[config.mk]
export PLATFORM = sky130hd
export DESIGN_NAME = signed_bcd_converter
export DESIGN_NICKNAME = d
export VERILOG_FILES = /design/src/rtl/signed_bcd_converter.sv
export SDC_FILE = /design/constraint.sdc
export NUM_CORES = 1
export LEC_CHECK = 0
export ABC_AREA = 1
export BUFFER_PORTS_ARGS = -buffer_cell sky130_fd_sc_hd__buf_4
export CAP_MARGIN = 20
export CORE_ASPECT_RATIO = 0.7
export CORE_MARGIN = 4
export CORE_UTILIZATION = 53
export DETAILED_ROUTE_END_ITERATION = 8
export GPL_ROUTABILITY_DRIVEN = 0
export PLACE_DENSITY = 0.82
export RECOVER_POWER = 50
export SKIP_LAST_GASP = 1
export SYNTH_ARGS = -nofsm -noshare
export SYNTH_HDL_FRONTEND = slang
export SYNTH_SLANG_ARGS = --single-unit
[constraint.sdc]
create_clock -name clkin -period 1.7 [get_ports clkin]
set_clock_uncertainty 0.1 [all_clocks]
set_input_delay 0.17 -clock clkin [delete_from_list [all_inputs] [get_ports clkin]]
set_output_delay 0.17 -clock clkin [all_outputs]
set_load 0.005 [all_outputs]
[src/rtl/signed_bcd_converter.sv]
// Signed/unsigned value holder with button-driven load/negate and an iterative
// double-dabble binary-to-BCD conversion feeding the display outputs.
module signed_bcd_converter #(
    parameter int unsigned W      = 8,
    parameter int unsigned DIGITS = 3
) (
    input  logic                  clkin,
    input  logic                  btnR,
    input  logic [W-1:0]          din,
    input  logic                  load,
    input  logic                  negate,
    input  logic                  signed_mode,
    output logic                  busy,
    output logic                  done,
    output logic                  neg,
    output logic                  ovf,
    output logic [W-1:0]          mag,
    output logic [4*DIGITS-1:0]   bcd
);

    localparam int unsigned BW = 4 * DIGITS;
    localparam int unsigned CW = $clog2(W + 1);
    localparam logic [W-1:0] MIN_NEG = {1'b1, {(W-1){1'b0}}};

    typedef enum logic [1:0] {IDLE, PREP, CONV, DONE} state_t;

    state_t          state_q, state_d;
    logic            load_q, load_d;
    logic            negate_q, negate_d;
    logic [W-1:0]    val_q, val_d;
    logic [W-1:0]    sh_q, sh_d;
    logic [BW-1:0]   acc_q, acc_d;
    logic [CW-1:0]   cnt_q, cnt_d;
    logic            neg_i_q, neg_i_d;
    logic            ovf_i_q, ovf_i_d;
    logic [W-1:0]    mag_i_q, mag_i_d;
    logic            busy_q, busy_d;
    logic            done_q, done_d;
    logic            neg_q, neg_d;
    logic            ovf_q, ovf_d;
    logic [W-1:0]    mag_q, mag_d;
    logic [BW-1:0]   bcd_q, bcd_d;

    logic            load_p, neg_p;
    logic [BW-1:0]   adj;
    logic [3:0]      nib;

    assign load_p = load & ~load_q;
    assign neg_p  = negate & ~negate_q;

    // Next-state, datapath and output computation
    always_comb begin
        state_d  = state_q;
        load_d   = load;
        negate_d = negate;
        val_d    = val_q;
        sh_d     = sh_q;
        acc_d    = acc_q;
        cnt_d    = cnt_q;
        neg_i_d  = neg_i_q;
        ovf_i_d  = ovf_i_q;
        mag_i_d  = mag_i_q;
        done_d   = 1'b0;
        neg_d    = neg_q;
        ovf_d    = ovf_q;
        mag_d    = mag_q;
        bcd_d    = bcd_q;
        adj      = acc_q;
        nib      = 4'd0;

        case (state_q)
            IDLE: begin
                // busy_q is still high during the done cycle; edges there are dropped
                if (!busy_q && (load_p || neg_p)) begin
                    if (load_p && neg_p) begin
                        val_d = W'(0) - din;
                    end else if (load_p) begin
                        val_d = din;
                    end else begin
                        val_d = W'(0) - val_q;
                    end
                    state_d = PREP;
                end
            end
            PREP: begin
                neg_i_d = signed_mode & val_q[W-1];
                mag_i_d = neg_i_d ? (W'(0) - val_q) : val_q;
                ovf_i_d = signed_mode & (val_q == MIN_NEG);
                sh_d    = mag_i_d;
                acc_d   = '0;
                cnt_d   = '0;
                state_d = CONV;
            end
            CONV: begin
                for (int unsigned i = 0; i < DIGITS; i++) begin
                    nib = acc_q[4*i +: 4];
                    if (nib >= 4'd5) begin
                        nib = nib + 4'd3;
                    end
                    adj[4*i +: 4] = nib;
                end
                {acc_d, sh_d} = {adj[BW-2:0], sh_q, 1'b0};
                cnt_d = cnt_q + CW'(1);
                if (cnt_q == CW'(W - 1)) begin
                    state_d = DONE;
                end
            end
            DONE: begin
                neg_d   = neg_i_q;
                ovf_d   = ovf_i_q;
                mag_d   = mag_i_q;
                bcd_d   = acc_q;
                done_d  = 1'b1;
                state_d = IDLE;
            end
            default: state_d = IDLE;
        endcase

        busy_d = (state_d != IDLE) || (state_q == DONE);
    end

    // State and output registers
    always_ff @(posedge clkin) begin
        if (btnR) begin
            state_q  <= IDLE;
            load_q   <= 1'b1;
            negate_q <= 1'b1;
            val_q    <= '0;
            sh_q     <= '0;
            acc_q    <= '0;
            cnt_q    <= '0;
            neg_i_q  <= 1'b0;
            ovf_i_q  <= 1'b0;
            mag_i_q  <= '0;
            busy_q   <= 1'b0;
            done_q   <= 1'b0;
            neg_q    <= 1'b0;
            ovf_q    <= 1'b0;
            mag_q    <= '0;
            bcd_q    <= '0;
        end else begin
            state_q  <= state_d;
            load_q   <= load_d;
            negate_q <= negate_d;
            val_q    <= val_d;
            sh_q     <= sh_d;
            acc_q    <= acc_d;
            cnt_q    <= cnt_d;
            neg_i_q  <= neg_i_d;
            ovf_i_q  <= ovf_i_d;
            mag_i_q  <= mag_i_d;
            busy_q   <= busy_d;
            done_q   <= done_d;
            neg_q    <= neg_d;
            ovf_q    <= ovf_d;
            mag_q    <= mag_d;
            bcd_q    <= bcd_d;
        end
    end

    assign busy = busy_q;
    assign done = done_q;
    assign neg  = neg_q;
    assign ovf  = ovf_q;
    assign mag  = mag_q;
    assign bcd  = bcd_q;

endmodule

==> reports/results.ini <==
[run_status]
status = complete, no violations

[grt]
met1_usage = 0.281
antenna_found_initial = 0
grt.busiest_layer = met2
grt_pass1_vias = 2885
grt_max_degree = 37
grt_overflow = 0
grt_use_met2 = 0.328
grt_usage = 0.207
grt_first_pass_wirelength_um = 13200
grt_use_met3 = 0.0567

[clock_network]
cts_root_buf = clkbuf_8
cts_sinks = 70
htree_levels = 3
cts_tree = built
cts_made_buffers = 9
clkLatencyLatePin_ps = 340
post_cts_buffers = 0
cts_max_path_buffers = 2
path_clk_slew_ps = 70

[floorplanning]
dieArea_sq_um = 7860
initial_core_util = 0.550
rows = 24
die_w_um = 104
num_io_pins = 37
fp.dieH_um = 75.4
coreArea_sq_um = 6250

[logic_synthesis]
syn_area_sq_um = 3440
syn_nets = 507
ys_seq_elements = 70
synth_edf_count = 0
postSynth.asyncResetShare = 0
synth_cell_types = 35
synth_area_leaders = dfxtp_1 (41%), nand2_1 (9.5%), a21oi_1 (6.7%)
ys.flop_type = dfxtp_1
synth_top_area_cell = dfxtp_1
yosysWarnings = 0
syn_area_per_cell_sq_um = 7.16
syn-instance-count = 480
yosysSeqAreaShare = 0.408
yosys.area.top_type_share = 0.408

[critical_path]
crit_chain = inv_1 > ha_1 > or2_1 > nand3_2 > nand2_1 > o211ai_1 > a21oi_1
cp-end-kind = flip-flop
cpPeakStageDelay_ps = 410
crit_type = reg -> reg
crit_path_max_fanout = 5
crit_family = simple AND/OR/NAND/NOR gates
cp.required_ps = 1820
slowest_stage = dfxtp_1
start_kind = flip-flop
arrival_ps = 1720
path_buf_inv = 1

[pwr]
cellLeakagePower_nw = 1.74
power.density_nw_per_um2 = 1320
ir_drop_mv = 0.706

[timing]
layout_worst_path_cycle_share = 0.943
period_needed_ps = 1600
finalSetupTns_ps = 0
rsz0062_at_grt = false
relSlewSlack = 0.638
fmax_mhz = 624
slew_violations = 0
tightest_slew_ps = 542
setup_viol = 0
hold_viol = 0

[layout]
ff_latch_area_sq_um = 1400
final_common_cell = nand2_1
area_delta_synth_final_pct = 16.4
fill_cells = 546
final_cells = 600
multiInputGateArea_sq_um = 1720
layout_common_cells = nand2_1 (87), dfxtp_1 (69), nor2_1 (55)
drive_above_1_share = 0.172
layout.nets = 544
diodes = 0

[routing]
postRouteAntennaNets = 0
wl_per_cell_um = 13.1
dr.pass1.iters = 4
wl_um = 7870
vias_per_cell = 5.37
drc = 0
vias = 3220
drtIter0Drc = 258

[place]
dp.cells = 582
place_hpwl_um = 5640
port_buffers = 36

[worst_hold_path]
worstHoldPathType = in -> reg

[run]
drv_cap = 0

[worst paths after layout]
| kind | startpoint | end | slack [ps] | depth (start not counted) |
|---|---|---|---|---|
| max | acc_q[0]$_SDFFE_PP0P_ | acc_q[2]$_SDFFE_PP0P_ | 100 | 7 |
| min | din[0] | val_q[0]$_SDFFE_PP0P_ | 40 | 3 |
| max reg2reg | acc_q[0]$_SDFFE_PP0P_ | acc_q[2]$_SDFFE_PP0P_ | 100 | 7 |
| min reg2reg | acc_q[11]$_SDFFE_PP0P_ | acc_q[11]$_SDFFE_PP0P_ | 370 | 2 |
[power by group]
group / internal, mW / switching (mW)
Combinational: 0.669 / 1.10
Clock: 0.863 / 0.608
Sequential: 1.89 / 0.158
Total: 3.42 / 1.86
[layout make-up]
| type | instances | share of cell area |
|---|---|---|
| inverter | 63 | 0.0604 |
| tap | 78 | 0.0244 |
| sequential | 70 | 0.351 |
| timing repair buffer | 45 | 0.0816 |
| multi-input combinational | 328 | 0.429 |
| clock inverter | 4 | 0.0175 |
| clock buffer | 12 | 0.0363 |
[layer usage]
metal  vias up  part of all wire
li1       1643                 -
met1      1476              0.48
met2        93              0.44
met3         8             0.071
met4         0            0.0072
met5         -                 0
[through the flow]
stage               hold WS, ps  power, mW  setup slack (ps)   util  area (sq um)
finish                     36.2       5.29              96.6  0.641          4000
global route               44.5       5.63              1.54  0.641          4000
CTS                        13.8       5.24              35.6  0.639          3990
detailed placement          263       3.76              47.5  0.601          3760
global placement            258       3.71               157  0.601          3760
floorplan                   155       3.30               123      -          3440
[cells by family (layout without fill, tap and decap cells)]
| group | Yosys count | count (layout) | share of synthesized area |
|---|---|---|---|
| and+or+nand+nor | 194 | 194 | 0.253 |
| adders and majority gates | 14 | 14 | 0.0510 |
| buffers and inverters | 82 | 124 | 0.0983 |
| xor gates and xnor gates | 4 | 4 | 0.0102 |
| DFF | 70 | 70 | 0.408 |
| AOI/OAI and AO/OA | 116 | 116 | 0.180 |
[worst min-delay path: stages]
cell,delay (ps)
buf_4,100
o21ai_1,70
a21oi_1,100
[timing repair]
action,CTS,global route
endpoints found under the hold margin,2,0
hold buffers,2,0
endpoints found under the setup margin,0,19
resized for setup,0,9
[Yosys cell counts, types with 2 or more instances]
master / number
a21oi_1: 46
a21oi_2: 3
a31oi_1: 3
buf_2: 7
buf_6: 2
clkbuf_1: 7
clkbuf_2: 2
dfxtp_1: 70
ha_1: 14
inv_1: 46
inv_2: 16
nand2_1: 87
nand2_2: 3
nand2_4: 2
nand3_1: 29
nand3_2: 5
nand4_1: 4
nor2_1: 55
nor3_1: 2
o211ai_1: 4
o21ai_0: 18
o21ai_1: 36
o22ai_1: 3
or2_1: 3
xor2_1: 3
[sequential cells by signal, summed over array words and instances, names as in the netlist, 2 cells and up]
name / cells
acc_q: 12
bcd: 12
cnt_q: 4
mag: 8
mag_i_q: 8
sh_q: 8
state_q: 2
val_q: 8
No activity file was read; power rests on OpenSTA's default activity.
